File: config.mk
export PLATFORM = sky130hd
export DESIGN_NAME = ddr4_fine_sweep
export DESIGN_NICKNAME = d
export VERILOG_FILES = /design/src/rtl/ddr4_fine_sweep.sv
export SDC_FILE = /design/constraint.sdc
export NUM_CORES = 1
export LEC_CHECK = 0
export BUFFER_PORTS_ARGS = -buffer_cell sky130_fd_sc_hd__buf_2
export CAP_MARGIN = 40
export CORE_MARGIN = 2
export CORE_UTILIZATION = 40
export CTS_CLUSTER_DIAMETER = 40
export DETAILED_ROUTE_END_ITERATION = 8
export GPL_ROUTABILITY_DRIVEN = 0
export PLACE_DENSITY = 0.66
export SLEW_MARGIN = 20
export SYNTH_ARGS = -nofsm -noshare
export SYNTH_HDL_FRONTEND = slang
export SYNTH_SLANG_ARGS = --single-unit
File: constraint.sdc
create_clock -name clk -period 6 [get_ports clk]
set_input_delay 0.3 -clock clk [delete_from_list [all_inputs] [get_ports clk]]
set_output_delay 0.3 -clock clk [all_outputs]
set_load 0.01 [all_outputs]
File: src/rtl/ddr4_fine_sweep.sv
`default_nettype none
// +---------------------------------------------------------------------------+
// | Module  : ddr4_fine_sweep                                                 |
// | Brief   : Per-lane fine read-delay sweep; finds each lane's widest window |
// | Revision: 1.0                                                             |
// +---------------------------------------------------------------------------+
module ddr4_fine_sweep #(
    parameter int LANES              = 16,
    parameter int DELAY_TAPS         = 64,
    parameter int SAMPLES_PER_TAP    = 8,
    parameter int PASS_THRESHOLD     = 7,
    parameter int SETTLE_CYCLES      = 4,
    parameter int MIN_GROUP_WIDTH    = 6,
    parameter int MIN_LANES_REQUIRED = 12
) (
    input  logic                              clk,
    input  logic                              rst,
    input  logic                              fine_start,
    input  logic [LANES-1:0]                  read_ok,
    output logic [$clog2(DELAY_TAPS)-1:0]     sweep_tap,
    output logic                              sample_en,
    output logic                              busy,
    output logic                              fine_done,
    output logic                              fine_failed,
    output logic [LANES-1:0]                  lane_valid,
    output logic [$clog2(DELAY_TAPS)-1:0]     best_start [0:LANES-1],
    output logic [$clog2(DELAY_TAPS)-1:0]     best_end   [0:LANES-1],
    output logic [$clog2(DELAY_TAPS+1)-1:0]   best_width [0:LANES-1]
);
    localparam int TW = $clog2(DELAY_TAPS);
    localparam int WW = $clog2(DELAY_TAPS + 1);
    localparam int CW = $clog2(SAMPLES_PER_TAP + 1);
    localparam int PW = $clog2(SETTLE_CYCLES + SAMPLES_PER_TAP + 1);
    localparam int LW = $clog2(LANES + 1);

    localparam logic [2:0] c_s_idle   = 3'd0;
    localparam logic [2:0] c_s_settle = 3'd1;
    localparam logic [2:0] c_s_sample = 3'd2;
    localparam logic [2:0] c_s_eval   = 3'd3;
    localparam logic [2:0] c_s_report = 3'd4;
    localparam logic [2:0] c_s_done   = 3'd5;

    localparam logic [TW-1:0] c_last_tap    = TW'(DELAY_TAPS - 1);
    localparam logic [PW-1:0] c_settle_last = PW'(SETTLE_CYCLES - 1);
    localparam logic [PW-1:0] c_sample_last = PW'(SAMPLES_PER_TAP - 1);
    localparam logic [CW-1:0] c_pass_thr    = CW'(PASS_THRESHOLD);
    localparam logic [WW-1:0] c_min_width   = WW'(MIN_GROUP_WIDTH);
    localparam logic [LW-1:0] c_min_lanes   = LW'(MIN_LANES_REQUIRED);

    logic [2:0]    r_state;
    logic [2:0]    w_next_state;
    logic          r_prev_start;
    logic [PW-1:0] r_phase;
    logic [CW-1:0] r_cnt       [LANES];
    logic [WW-1:0] r_run_len   [LANES];
    logic [TW-1:0] r_run_start [LANES];

    logic          w_start_edge;
    logic          w_in_sweep;
    logic          w_abort;
    logic [LANES-1:0] w_pass;
    logic [LANES-1:0] w_valid;
    logic [LW-1:0] w_valid_cnt;
    logic [WW-1:0] w_new_len   [LANES];
    logic [TW-1:0] w_new_start [LANES];

    assign w_start_edge = fine_start & ~r_prev_start;
    assign w_in_sweep   = (r_state == c_s_settle) || (r_state == c_s_sample) ||
                          (r_state == c_s_eval)   || (r_state == c_s_report);
    assign w_abort      = w_in_sweep & ~fine_start;

    always_ff @(posedge clk) begin
        if (rst) begin
            r_state <= c_s_idle;
        end else begin
            r_state <= w_next_state;
        end
    end

    always_comb begin
        w_next_state = r_state;
        case (r_state)
            c_s_idle, c_s_done: begin
                if (w_start_edge) w_next_state = c_s_settle;
            end
            c_s_settle: begin
                if (!fine_start)                 w_next_state = c_s_idle;
                else if (r_phase == c_settle_last) w_next_state = c_s_sample;
            end
            c_s_sample: begin
                if (!fine_start)                 w_next_state = c_s_idle;
                else if (r_phase == c_sample_last) w_next_state = c_s_eval;
            end
            c_s_eval: begin
                if (!fine_start)                 w_next_state = c_s_idle;
                else if (sweep_tap == c_last_tap) w_next_state = c_s_report;
                else                             w_next_state = c_s_settle;
            end
            c_s_report: begin
                if (!fine_start) w_next_state = c_s_idle;
                else             w_next_state = c_s_done;
            end
            default: w_next_state = c_s_idle;
        endcase
    end

    always_comb begin
        sample_en = (r_state == c_s_sample);
        busy      = w_in_sweep;
    end

    // Per-lane tap scoring and lane-count tally for the report step.
    always_comb begin
        w_valid_cnt = '0;
        for (int l = 0; l < LANES; l++) begin
            w_pass[l]      = (r_cnt[l] >= c_pass_thr);
            w_new_len[l]   = r_run_len[l] + WW'(1);
            w_new_start[l] = (r_run_len[l] == '0) ? sweep_tap : r_run_start[l];
            w_valid[l]     = (best_width[l] >= c_min_width);
            w_valid_cnt    = w_valid_cnt + LW'(w_valid[l]);
        end
    end

    always_ff @(posedge clk) begin
        if (rst) begin
            r_prev_start <= 1'b0;
            r_phase      <= '0;
            sweep_tap    <= '0;
            fine_done    <= 1'b0;
            fine_failed  <= 1'b0;
            lane_valid   <= '0;
            for (int l = 0; l < LANES; l++) begin
                r_cnt[l]       <= '0;
                r_run_len[l]   <= '0;
                r_run_start[l] <= '0;
                best_start[l]  <= '0;
                best_end[l]    <= '0;
                best_width[l]  <= '0;
            end
        end else begin
            r_prev_start <= fine_start;
            r_phase      <= (w_next_state != r_state) ? '0 : r_phase + PW'(1);
            if ((r_state == c_s_idle || r_state == c_s_done) && w_start_edge) begin
                sweep_tap   <= '0;
                fine_done   <= 1'b0;
                fine_failed <= 1'b0;
                lane_valid  <= '0;
                for (int l = 0; l < LANES; l++) begin
                    r_cnt[l]       <= '0;
                    r_run_len[l]   <= '0;
                    r_run_start[l] <= '0;
                    best_start[l]  <= '0;
                    best_end[l]    <= '0;
                    best_width[l]  <= '0;
                end
            end else if (!w_abort) begin
                case (r_state)
                    c_s_sample: begin
                        for (int l = 0; l < LANES; l++)
                            r_cnt[l] <= r_cnt[l] + CW'(read_ok[l]);
                    end
                    c_s_eval: begin
                        for (int l = 0; l < LANES; l++) begin
                            r_cnt[l] <= '0;
                            if (w_pass[l]) begin
                                r_run_len[l]   <= w_new_len[l];
                                r_run_start[l] <= w_new_start[l];
                                // Strict compare keeps the earliest of equal windows.
                                if (w_new_len[l] > best_width[l]) begin
                                    best_start[l] <= w_new_start[l];
                                    best_end[l]   <= sweep_tap;
                                    best_width[l] <= w_new_len[l];
                                end
                            end else begin
                                r_run_len[l] <= '0;
                            end
                        end
                        if (sweep_tap != c_last_tap) sweep_tap <= sweep_tap + TW'(1);
                    end
                    c_s_report: begin
                        lane_valid  <= w_valid;
                        fine_done   <= (w_valid_cnt >= c_min_lanes);
                        fine_failed <= (w_valid_cnt <  c_min_lanes);
                    end
                    default: ;
                endcase
            end
        end
    end
endmodule
`default_nettype wire
======== After elaboration in Yosys (flattened, before gate mapping) ========
Memories as Yosys holds them, arrays and structs flattened.
Index checks and enable logic that the tools add are counted.
cells by class
  equality and inequality tests ........... 10
  bitwise gates (word level) .............. 133
  multiply operators ...................... 0
  $add $sub $neg .......................... 49
  mux-type cells .......................... 360
  reduce and logical (&&, ||, !) cells .... 43
  divide/modulo/power cells ............... 0
  magnitude comparators ................... 50
  shifts and indexed selects .............. 0
operator list
  operator             number
  $mux 7               48
  $mux 6               48
  $mux 1               207
  $mux 4               48
  $or 1x1->1           128
  $add 7x1->7 const B  16
  $ge 7x3->1 const B   16
  $gt 7x7->1           16
  $logic_not 7->1      16
  $add 4x1->4          16
  $ge 4x3->1 const B   16
  $reduce_and 4->1     16
  $add 5x1->5          11
  $mux 3               8
  $pmux 3 s5           1
  $add 6x1->6 const B  1
  $eq 3x2->1 const B   2
  $eq 3x3->1 const B   2
  $eq 6x6->1 const B   1
  $ne 6x6->1 const B   1
  $reduce_or 2->1      3
  $add 4x1->5          1
  $ge 5x4->1 const B   1
  $lt 5x4->1 const B   1
  other kinds (15)     21
word-level totals
  bits in writable memories ............... 272
  memory bits (read-only) ................. 0
  register bits ........................... 336
  output and inout port bits .............. 330
  memories kept ........................... 3
  bits in latches ......................... 0
  input bits .............................. 19
  logic and storage cells ................. 703
memories
  name         words  bits a word  read ports  clocked after Yosys merged registers in  wr ports  RTL line  source
  r_run_len    16     7            16          0                                        16        55        logic [WW-1:0] r_run_len [LANES];
  r_run_start  16     6            16          0                                        16        56        logic [TW-1:0] r_run_start [LANES];
  r_cnt        16     4            16          0                                        16        54        logic [CW-1:0] r_cnt [LANES];

======== Longest topological paths before layout ========
Gate-level depths: netlist of the first run.
  depth in word-level cells ............... 17
  mapped depth ............................ 15
  depth with buffers taken out ............ 15

======== Worst setup path after synthesis of the first run ========
Ideal clock, no wire load.
  path type ............................... register -> register
  start point ............................. reg best_width[108] (netlist name)
  end point ............................... reg fine_failed
  buffers on the path ..................... 0
  data required time ...................... 5.942 ns
  setup time .............................. 0.058 ns
  setup slack ............................. 1.943 ns
  stages on the path, launching flop included .. 15
  data arrival time ....................... 3.999 ns
  clock period less this slack ............ 4.057 ns
  cells stage by stage .................... dfxtp_1 nor4_1 nand2_1 fa_1 inv_1 fa_1 fa_1 fa_1 inv_1 ha_1 inv_1 fa_1 nor3b_1 o31ai_1 a31o_2
on the way
  cells in the longest elaborated chain, start to end .. 17
RTL lines
  element                            RTL line  source
  from (decl)                        28        output logic [$clog2(DELAY_TAPS+1)-1:0] best_width [0:LANES-1]
  from (signal, indexed assignment)  172       best_width[l] <= w_new_len[l];
  $ge 7x3->1                         119       w_valid[l] = (best_width[l] >= c_min_width);
  named net w_valid[0]               62        logic [LANES-1:0] w_valid;
  $add 1x1->2                        120       w_valid_cnt = w_valid_cnt + LW'(w_valid[l]);
  $add 2x1->3                        120
  $add 3x1->4                        120
  $add 4x1->5                        120
  $add 5x1->5 (11 in series)         120
  $lt 5x4->1                         183       fine_failed <= (w_valid_cnt < c_min_lanes);
  to (signal assigned)               183
  to (decl)                          24        output logic fine_failed,
The timed path passes the listed nets, and every way through them passes these cells.
A chain may end at the register's enable or synchronous reset.

======== Final worst setup path of the first run ========
  start point ............................. reg best_width[73] (netlist name)
  end point ............................... reg fine_failed
on the way
  cells in the longest elaborated chain, start to end .. 13
RTL lines
  element                     RTL line
  $ge 7x3->1                  119
  named net w_valid[5]        62
  $add 5x1->5 (11 in series)  120
  $lt 5x4->1                  183
The timed path passes the listed nets, and every way through them passes these cells.

==> results of run 1 <==
[cell usage in the layout (no fill, tap or decap), types with 98 or more instances in the layout]
cell type	count
sky130_fd_sc_hd__buf_2	352
sky130_fd_sc_hd__and3_1	167
sky130_fd_sc_hd__clkbuf_16	116
sky130_fd_sc_hd__ha_1	183
sky130_fd_sc_hd__o21ai_0	167
sky130_fd_sc_hd__a21boi_0	98
sky130_fd_sc_hd__mux2i_1	266
sky130_fd_sc_hd__nand2_1	445
sky130_fd_sc_hd__inv_1	157
sky130_fd_sc_hd__nand3_1	107
sky130_fd_sc_hd__edfxtp_1	223
sky130_fd_sc_hd__dfxtp_1	385
[layer usage]
metal	wire length [um]	vias to the layer above
met5	0	-
met4	2310	0
met3	7450	156
met2	40300	819
met1	42800	12200
li1	-	12400
[cell families (layout without fill, tap and decap cells)]
| kind of cell | after synthesis | after routing | synth area share |
|---|---|---|---|
| compound gates | 651 | 651 | 0.150 |
| xor+xnor | 78 | 78 | 0.0214 |
| fa+ha+maj | 193 | 193 | 0.0781 |
| buf+inv | 364 | 799 | 0.0507 |
| flops | 608 | 608 | 0.452 |
| mux | 267 | 267 | 0.0839 |
| other cells | 0 | 1 | 0 |
| simple gates | 1058 | 1058 | 0.164 |
[worst max-delay path, delay by kind of cell, from the launching register on]
family	cells	cell delay, ns
flops	1	0.31
compound gates	2	0.52
fa+ha+maj	6	2.56
simple gates	3	0.94
buf+inv	3	0.18
[synthesized netlist by cell type (78+ instances only)]
master                     number
sky130_fd_sc_hd__a21boi_0      98
sky130_fd_sc_hd__a21oi_1       78
sky130_fd_sc_hd__and3_1       167
sky130_fd_sc_hd__clkbuf_1     108
sky130_fd_sc_hd__dfxtp_1      385
sky130_fd_sc_hd__edfxtp_1     223
sky130_fd_sc_hd__ha_1         183
sky130_fd_sc_hd__inv_1        157
sky130_fd_sc_hd__mux2i_1      266
sky130_fd_sc_hd__nand2_1      445
sky130_fd_sc_hd__nand3_1      107
sky130_fd_sc_hd__nor2_1        81
sky130_fd_sc_hd__o211a_1       84
sky130_fd_sc_hd__o21ai_0      167
[flip-flops by register name, summed over array words and instances, names as in the netlist]
register      count
r_phase           4
best_width      112
fine_done         1
lane_valid       16
r_prev_start      1
best_start       96
best_end         96
fine_failed       1
r_run_start      96
r_state           3
r_run_len       112
sweep_tap         6
r_cnt            64
[per-stage QoR]
stage	util	power, mW
final	0.491	11.8
after global routing	0.491	12.2
after CTS	0.490	11.9
after detailed placement	0.438	5.21
after global placement	0.435	5.19
after floorplan	-	4.99
[where the power goes]
part | leakage, nW | switching, mW | internal [mW]
Sequential | 5.50 | 0.0718 | 4.38
Combinational | 10.9 | 0.481 | 0.218
Clock | 1.94 | 2.40 | 4.28
[timing repair]
item	4_1_cts	5_1_grt
buffers inserted	0	0
gates resized for setup	0	0
hold buffers	7	0
endpoints found under the hold margin	7	0
[final timing paths]
kind / startpoint / to / slack, ns / cells after the start
max: best_width[73]$_SDFFE_PP0P_ / fine_failed$_SDFFE_PP0P_ / 1.42 / 14
min: read_ok[15] / r_cnt[1][28]$_SDFFE_PP0P_ / 0.05 / 4
max reg2reg: best_width[73]$_SDFFE_PP0P_ / fine_failed$_SDFFE_PP0P_ / 1.42 / 14
min reg2reg: best_end[29]$_SDFFE_PP0P_ / best_end[29]$_SDFFE_PP0P_ / 0.45 / 2
[cell type report]
class                   count  area (sq um)
clock buffers             129          2970
inverters                 158           593
repair buffers            428          2480
clock inverters            84          1040
fillers                  7268         40200
well taps                1050          1310
flip-flops and latches    608         14400
multi-input cells        2247         16000
diodes                      1          2.50
==> flow_metrics.py, run 1 <==
metrics = {
    "status": {
        "status": "finished clean",
    },
    "place": {
        "placed_cells_incl_taps": 4476,
        "placement_stage_worst_setup_slack_ns": 1.44,
        "place_area_sq_um": 34600,
        "hpwl_detailed_mm": 65.1,
        "io_buffers": 348,
    },
    "global_routing": {
        "track_usage": 0.220,
        "use_met1": 0.311,
        "grt_use_met2": 0.331,
        "initial_antenna_violation_count": 2,
        "grt_start_max_net_pins": 167,
        "gr-total-overflow": 0,
        "grt_most_used_layer": "met2",
        "gr-usage-met3": 0.0512,
        "first_global_vias": 24200,
        "wire_length_of_the_first_global_routing_pass_mm": 141,
    },
    "routing": {
        "count_of_unresolved_drc_violations_after_routing": 0,
        "drt_pre_antenna_iters": 7,
        "dr.first_iter.drc_count": 1904,
        "routed_length_per_instance_um": 19.7,
        "vias": 25600,
        "viasPerCell": 5.43,
        "routed_wirelength_mm": 92.8,
        "drt_antenna_net_count": 0,
    },
    "die": {
        "die_width_um": 286,
        "core.rowCount": 103,
        "die_ar_sq_um": 82000,
        "boundaryPins": 349,
        "initial_utilization": 0.404,
        "core_sq_um": 79000,
        "die-height_um": 286,
    },
    "yosys": {
        "ys_dominant_reg_cell": "sky130_fd_sc_hd__dfxtp_1",
        "postSynthAreaPerCell_sq_um": 9.90,
        "proportion_of_synthesized_chip_area_in_sequential_cells": 0.452,
        "post_synth_inst_count": 3219,
        "ys_ff_latch": 608,
        "synthDominantCellAreaShare": 0.242,
        "mappedNetlistArea_sq_um": 31900,
        "yosys-top-cells-area": "sky130_fd_sc_hd__dfxtp_1, sky130_fd_sc_hd__edfxtp_1, sky130_fd_sc_hd__mux2i_1",
        "synth-edff-count": 223,
        "ys_async_sr_fraction": 0,
        "synth.net_count": 3431,
        "synth_cell_type_count": 78,
        "yosys.area.top_type": "sky130_fd_sc_hd__dfxtp_1",
        "synth.yosys.warnings": 0,
    },
    "min_path": {
        "hold_class": "input pin to register",
    },
    "timing": {
        "rsz_0062_raised_after_global_routing": "false",
        "finalSetupViolCount": 0,
        "finalClockSkew_ns": 0.0360,
        "setup_slack_ns": 1.42,
        "timing.final.hold_violations": 0,
        "whs_ns": 0.0527,
        "slew-limit-headroom": 0.388,
        "clock.fmax_mhz": 218,
        "timing.final.crit_period_ns": 4.58,
        "final-max-slew-violation-count": 0,
        "fin_crit_sh": 0.764,
        "final.setup.tns_ns": 0,
        "worst_slew_pin_slew_ns": 0.918,
    },
    "clock_network": {
        "clock-sinks": 608,
        "cts-buffers-inserted": 112,
        "clk-insertion-delay-late_ns": 0.68,
        "ctsLongestPathBuffers": 3,
        "clock_tree.htree_level_count": 3,
        "root_buffer": "sky130_fd_sc_hd__clkbuf_16",
        "worst_setup_hold_path_clk_slew_ns": 0.06,
        "cts_tree": "done",
    },
    "layout": {
        "nNetsFinal": 3767,
        "layout_stage_area_growth_over_the_synthesis_result_pct": 21.6,
        "fraction_of_final_layout_cells_sized_beyond_drive_strength_1": 0.193,
        "layoutNonFillerInstCount": 4705,
        "layout.cell_area.non_filler_sq_um": 38800,
    },
    "critical_path": {
        "critPathMaxStageDelay_ns": 0.59,
        "crit_fanout": 4,
        "critical-path-top-cell-by-count": "sky130_fd_sc_hd__fa_1",
        "worstSetupEndpointType": "register",
        "cp_data_required_time_ns": 6.61,
        "start_kind": "register",
        "criticalPathCategory": "register to register",
        "timing.critical_path.arrival_ns": 5.19,
        "critical_path.cell_chain": "nor4_1 -> nand2_1 -> fa_1 -> inv_1 -> fa_1 -> fa_1 -> fa_1 -> inv_1 -> ha_1 -> inv_1 -> fa_1 -> nor3b_1 -> o31ai_1 -> a31o_2",
        "timing.critical_path.slowest_stage_cell": "sky130_fd_sc_hd__fa_1",
    },
    "pwr": {
        "power-per-cell-area_nw_per_um2": 305,
        "vdd.ir_drop.worst_uv": 226,
        "power_leakage_nw": 18.4,
    },
    "flow_run": {
        "max-cap-violations": 0,
    },
}
No activity file was read; power rests on OpenSTA's default activity.
==> run 2: changes to the inputs <==
Settings changed: ABC_AREA from default to 1, PLACE_DENSITY 0.66 to 0.68.
Clock period 6 ns to 4.1 ns, I/O delays scaled along.
==> run 2 against run 1 <==
Against the previous run:
- the run now ends with negative setup slack left
- first-iteration DRC count decreased by 18%
- largest power group unchanged
- worst hold slack got worse by 0.0039 ns
- critical endpoint unchanged
- sequential cell count unchanged
- die area decreased by 3.6%
- non-clock buffer count increased by 47
- synthesized cell count increased by 22%
- setup slack got worse by 1.4 ns
- clock power increased by 32%
- via count increased by 5.3%
==> flow_metrics.py, run 2 <==
metrics = {
    "yosys": {
        "synth_cell_type_count": 40,
        "proportion_of_synthesized_chip_area_in_sequential_cells": 0.469,
        "ys_async_sr_fraction": 0,
        "ys_ff_latch": 608,
        "synth.net_count": 4141,
        "ys_dominant_reg_cell": "sky130_fd_sc_hd__dfxtp_1",
        "mappedNetlistArea_sq_um": 30700,
        "most_frequent_cells_after_synthesis": "sky130_fd_sc_hd__nor2_1, sky130_fd_sc_hd__nand2_1, sky130_fd_sc_hd__inv_1",
        "postSynthAreaPerCell_sq_um": 7.81,
        "synth.yosys.warnings": 0,
        "post_synth_inst_count": 3929,
        "synth-edff-count": 223,
        "yosys-top-cells-area": "sky130_fd_sc_hd__dfxtp_1, sky130_fd_sc_hd__edfxtp_1, sky130_fd_sc_hd__nor2_1",
        "yosys.area.top_type": "sky130_fd_sc_hd__dfxtp_1",
        "synthDominantCellAreaShare": 0.251,
        "post-synth-top-count-cell": "sky130_fd_sc_hd__nor2_1",
    },
    "pwr": {
        "power.switching_mw": 4.16,
        "p_seq_frac": 0.395,
        "power-per-cell-area_nw_per_um2": 435,
        "power.switching_fraction": 0.254,
        "power_leakage_nw": 16.9,
        "p_int_mw": 12.2,
        "clkPwrFrac": 0.538,
        "vdd.ir_drop.worst_uv": 302,
        "design_power_total_mw": 16.4,
        "share_comb_of_total_power": 0.066,
    },
    "layout": {
        "most_common_cell_after_layout_fill_and_taps_aside": "sky130_fd_sc_hd__nor2_1",
        "fraction_of_final_layout_cells_sized_beyond_drive_strength_1": 0.161,
        "layout.cell_area.non_filler_sq_um": 37700,
        "filler_cell_count": 7225,
        "final_core_utilization": 0.496,
        "layoutNonFillerInstCount": 5459,
        "largest_registers_in_the_final_layout": "best_width: 112 flops, r_run_len: 112 flops",
        "nNetsFinal": 4546,
        "final_cell_mix": "sky130_fd_sc_hd__nor2_1, sky130_fd_sc_hd__nand2_1, sky130_fd_sc_hd__inv_1, sky130_fd_sc_hd__dfxtp_1, sky130_fd_sc_hd__nand3_1",
        "layout_stage_area_growth_over_the_synthesis_result_pct": 22.7,
    },
    "die": {
        "die_width_um": 281,
        "die-height_um": 281,
        "boundaryPins": 349,
        "die_ar_sq_um": 79000,
        "initial_utilization": 0.404,
        "core.rowCount": 101,
        "core_sq_um": 75900,
    },
    "clock_network": {
        "cts_tree": "done",
        "ctsLongestPathBuffers": 3,
        "clock-sinks": 608,
        "root_buffer": "sky130_fd_sc_hd__clkbuf_16",
        "clock_tree.htree_level_count": 3,
        "worst_setup_hold_path_clk_slew_ns": 0.05,
        "cts-buffers-inserted": 106,
        "clk-insertion-delay-late_ns": 0.66,
    },
    "global_routing": {
        "use_met1": 0.293,
        "grt_most_used_layer": "met2",
        "wire_length_of_the_first_global_routing_pass_mm": 139,
        "grt_start_max_net_pins": 85,
        "gr-usage-met3": 0.0528,
        "grt_use_met2": 0.356,
        "initial_antenna_violation_count": 4,
        "track_usage": 0.226,
        "gr-total-overflow": 0,
        "first_global_vias": 25100,
    },
    "critical_path": {
        "critical_path.cell_chain": "nor4_2 -> o21ai_1 -> buf_4 -> fa_1 -> inv_1 -> fa_1 -> fa_1 -> fa_1 -> inv_1 -> ha_2 -> inv_2 -> fa_2 -> xor2_1 -> a21oi_1 -> o21ai_1 -> nand2_1 -> a21oi_1",
        "timing.critical_path.slowest_stage_cell": "sky130_fd_sc_hd__fa_1",
        "start_kind": "register",
        "critical_path.n_buffers_inverters": 4,
        "timing.critical_path.from": "best_width[59]$_SDFFE_PP0P_",
        "timing.rr.end": "fine_failed$_SDFFE_PP0P_",
        "crit_fanout": 2,
        "cp_data_required_time_ns": 4.64,
        "criticalPathCategory": "register to register",
        "worst_path_dominant_cell_family": "adder cells",
        "rrSetupSlack_ns": -0.03,
        "worstSetupEndpointType": "register",
        "critPathMaxStageDelay_ns": 0.53,
        "rr_startpoint": "best_width[59]$_SDFFE_PP0P_",
        "timing.reg2reg.worst_path_depth": 17,
        "critical-path-top-cell-by-count": "sky130_fd_sc_hd__fa_1",
        "timing.critical_path.arrival_ns": 4.67,
    },
    "routing": {
        "vias": 26900,
        "viasPerCell": 4.93,
        "drt_antenna_net_count": 0,
        "routed_length_per_instance_um": 16.6,
        "routed_wirelength_mm": 90.4,
        "dr.first_iter.drc_count": 1569,
        "drt_pre_antenna_iters": 5,
        "count_of_unresolved_drc_violations_after_routing": 0,
    },
    "timing": {
        "timing.final.crit_period_ns": 4.13,
        "worst_slew_pin_slew_ns": 0.920,
        "setup_slack_ns": -0.0315,
        "rsz_0062_raised_after_global_routing": "true",
        "final-max-slew-violation-count": 0,
        "slew-limit-headroom": 0.380,
        "finalSetupViolCount": 2,
        "fin_crit_sh": 1.01,
        "finalClockSkew_ns": 0.0286,
        "clock.fmax_mhz": 242,
        "timing.final.hold_violations": 0,
    },
    "flow_run": {
        "max-cap-violations": 0,
    },
    "status": {
        "status": "finished, violations left",
        "failed_checks": "negative setup slack",
    },
    "place": {
        "placed_cells_incl_taps": 5236,
        "place_area_sq_um": 33700,
        "io_buffers": 348,
        "hpwl_detailed_mm": 64.2,
    },
    "min_path": {
        "worstHoldEndpoint": "r_cnt[0][4]$_SDFFCE_PP0P_",
        "hold_class": "input pin to register",
        "hold_path_depth": 4,
        "hp-start": "read_ok[1]",
    },
}
run 2: per-layer routing:
layer / wire (um) / vias up
li1: - / 13500
met4: 3920 / 4
met2: 40000 / 763
met5: 31 / -
met1: 39700 / 12500
met3: 6860 / 184
run 2: worst max-delay path by stage:
stage / end / cells after the start
2_1_floorplan: fine_failed$_SDFFE_PP0P_ / 16
3_3_place_gp: fine_failed$_SDFFE_PP0P_ / 17
3_5_place_dp: fine_failed$_SDFFE_PP0P_ / 17
4_1_cts: fine_failed$_SDFFE_PP0P_ / 17
5_1_grt: fine_failed$_SDFFE_PP0P_ / 17
6_report: fine_failed$_SDFFE_PP0P_ / 17
run 2: worst register-to-register path, cell delays in order (launching register included):
cell	delay, ns
sky130_fd_sc_hd__dfxtp_1	0.31
sky130_fd_sc_hd__nor4_2	0.31
sky130_fd_sc_hd__o21ai_1	0.12
sky130_fd_sc_hd__buf_4	0.17
sky130_fd_sc_hd__fa_1	0.48
sky130_fd_sc_hd__inv_1	0.05
sky130_fd_sc_hd__fa_1	0.47
sky130_fd_sc_hd__fa_1	0.53
sky130_fd_sc_hd__fa_1	0.42
sky130_fd_sc_hd__inv_1	0.07
sky130_fd_sc_hd__ha_2	0.18
sky130_fd_sc_hd__inv_2	0.04
sky130_fd_sc_hd__fa_2	0.34
sky130_fd_sc_hd__xor2_1	0.17
sky130_fd_sc_hd__a21oi_1	0.12
sky130_fd_sc_hd__o21ai_1	0.10
sky130_fd_sc_hd__nand2_1	0.07
sky130_fd_sc_hd__a21oi_1	0.05
run 2: cell families after synthesis:
group | synth area share
AO/OA/AOI/OAI | 0.0630
XOR/XNOR | 0.0268
adder cells (fa/ha/maj) | 0.0811
buffers and inverters | 0.0826
flip-flops | 0.469
AND/OR/NAND/NOR | 0.277
run 2: cell type report:
class | instances | area [sq um] | share of cell area
tap | 1030 | 1290 | 0.0342
antenna | 2 | 5.00 | 0.000133
clock inverter | 75 | 726 | 0.0193
inverter | 447 | 1690 | 0.0449
multi-input combinational | 2696 | 13800 | 0.367
clock buffer | 126 | 2920 | 0.0776
timing repair buffer | 475 | 2780 | 0.0738
sequential | 608 | 14400 | 0.383
run 2: power by group through the flow:
stage	combinational, mW	sequential (mW)	clock, mW
3_5_place_dp	1.06	6.60	0
4_1_cts	1.08	6.48	8.99
6_report	1.09	6.48	8.83
3_3_place_gp	1.04	6.60	0
5_1_grt	1.24	6.50	9.25
2_1_floorplan	0.795	6.58	0
run 2: timing repair:
| item | in CTS | in global routing |
|---|---|---|
| setup buffers | 0 | 1 |
| setup endpoints to repair | 2 | 2 |
| endpoints found under the hold margin | 19 | 0 |
| gates resized for setup | 15 | 4 |
| pin swaps | 3 | 1 |
| hold buffers | 18 | 0 |
run 2: through the flow:
stage / hold slack [ns] / setup WS, ns / setup TNS [ns]
CTS: 0.0198 / -0.0254 / -0.0404
finish: 0.0488 / -0.0315 / -0.0355
detailed placement: 0.446 / -0.306 / -0.597
global placement: 0.437 / -0.261 / -0.474
global route: 0.0495 / -0.242 / -0.425
floorplan: 0.312 / 0.135 / 0
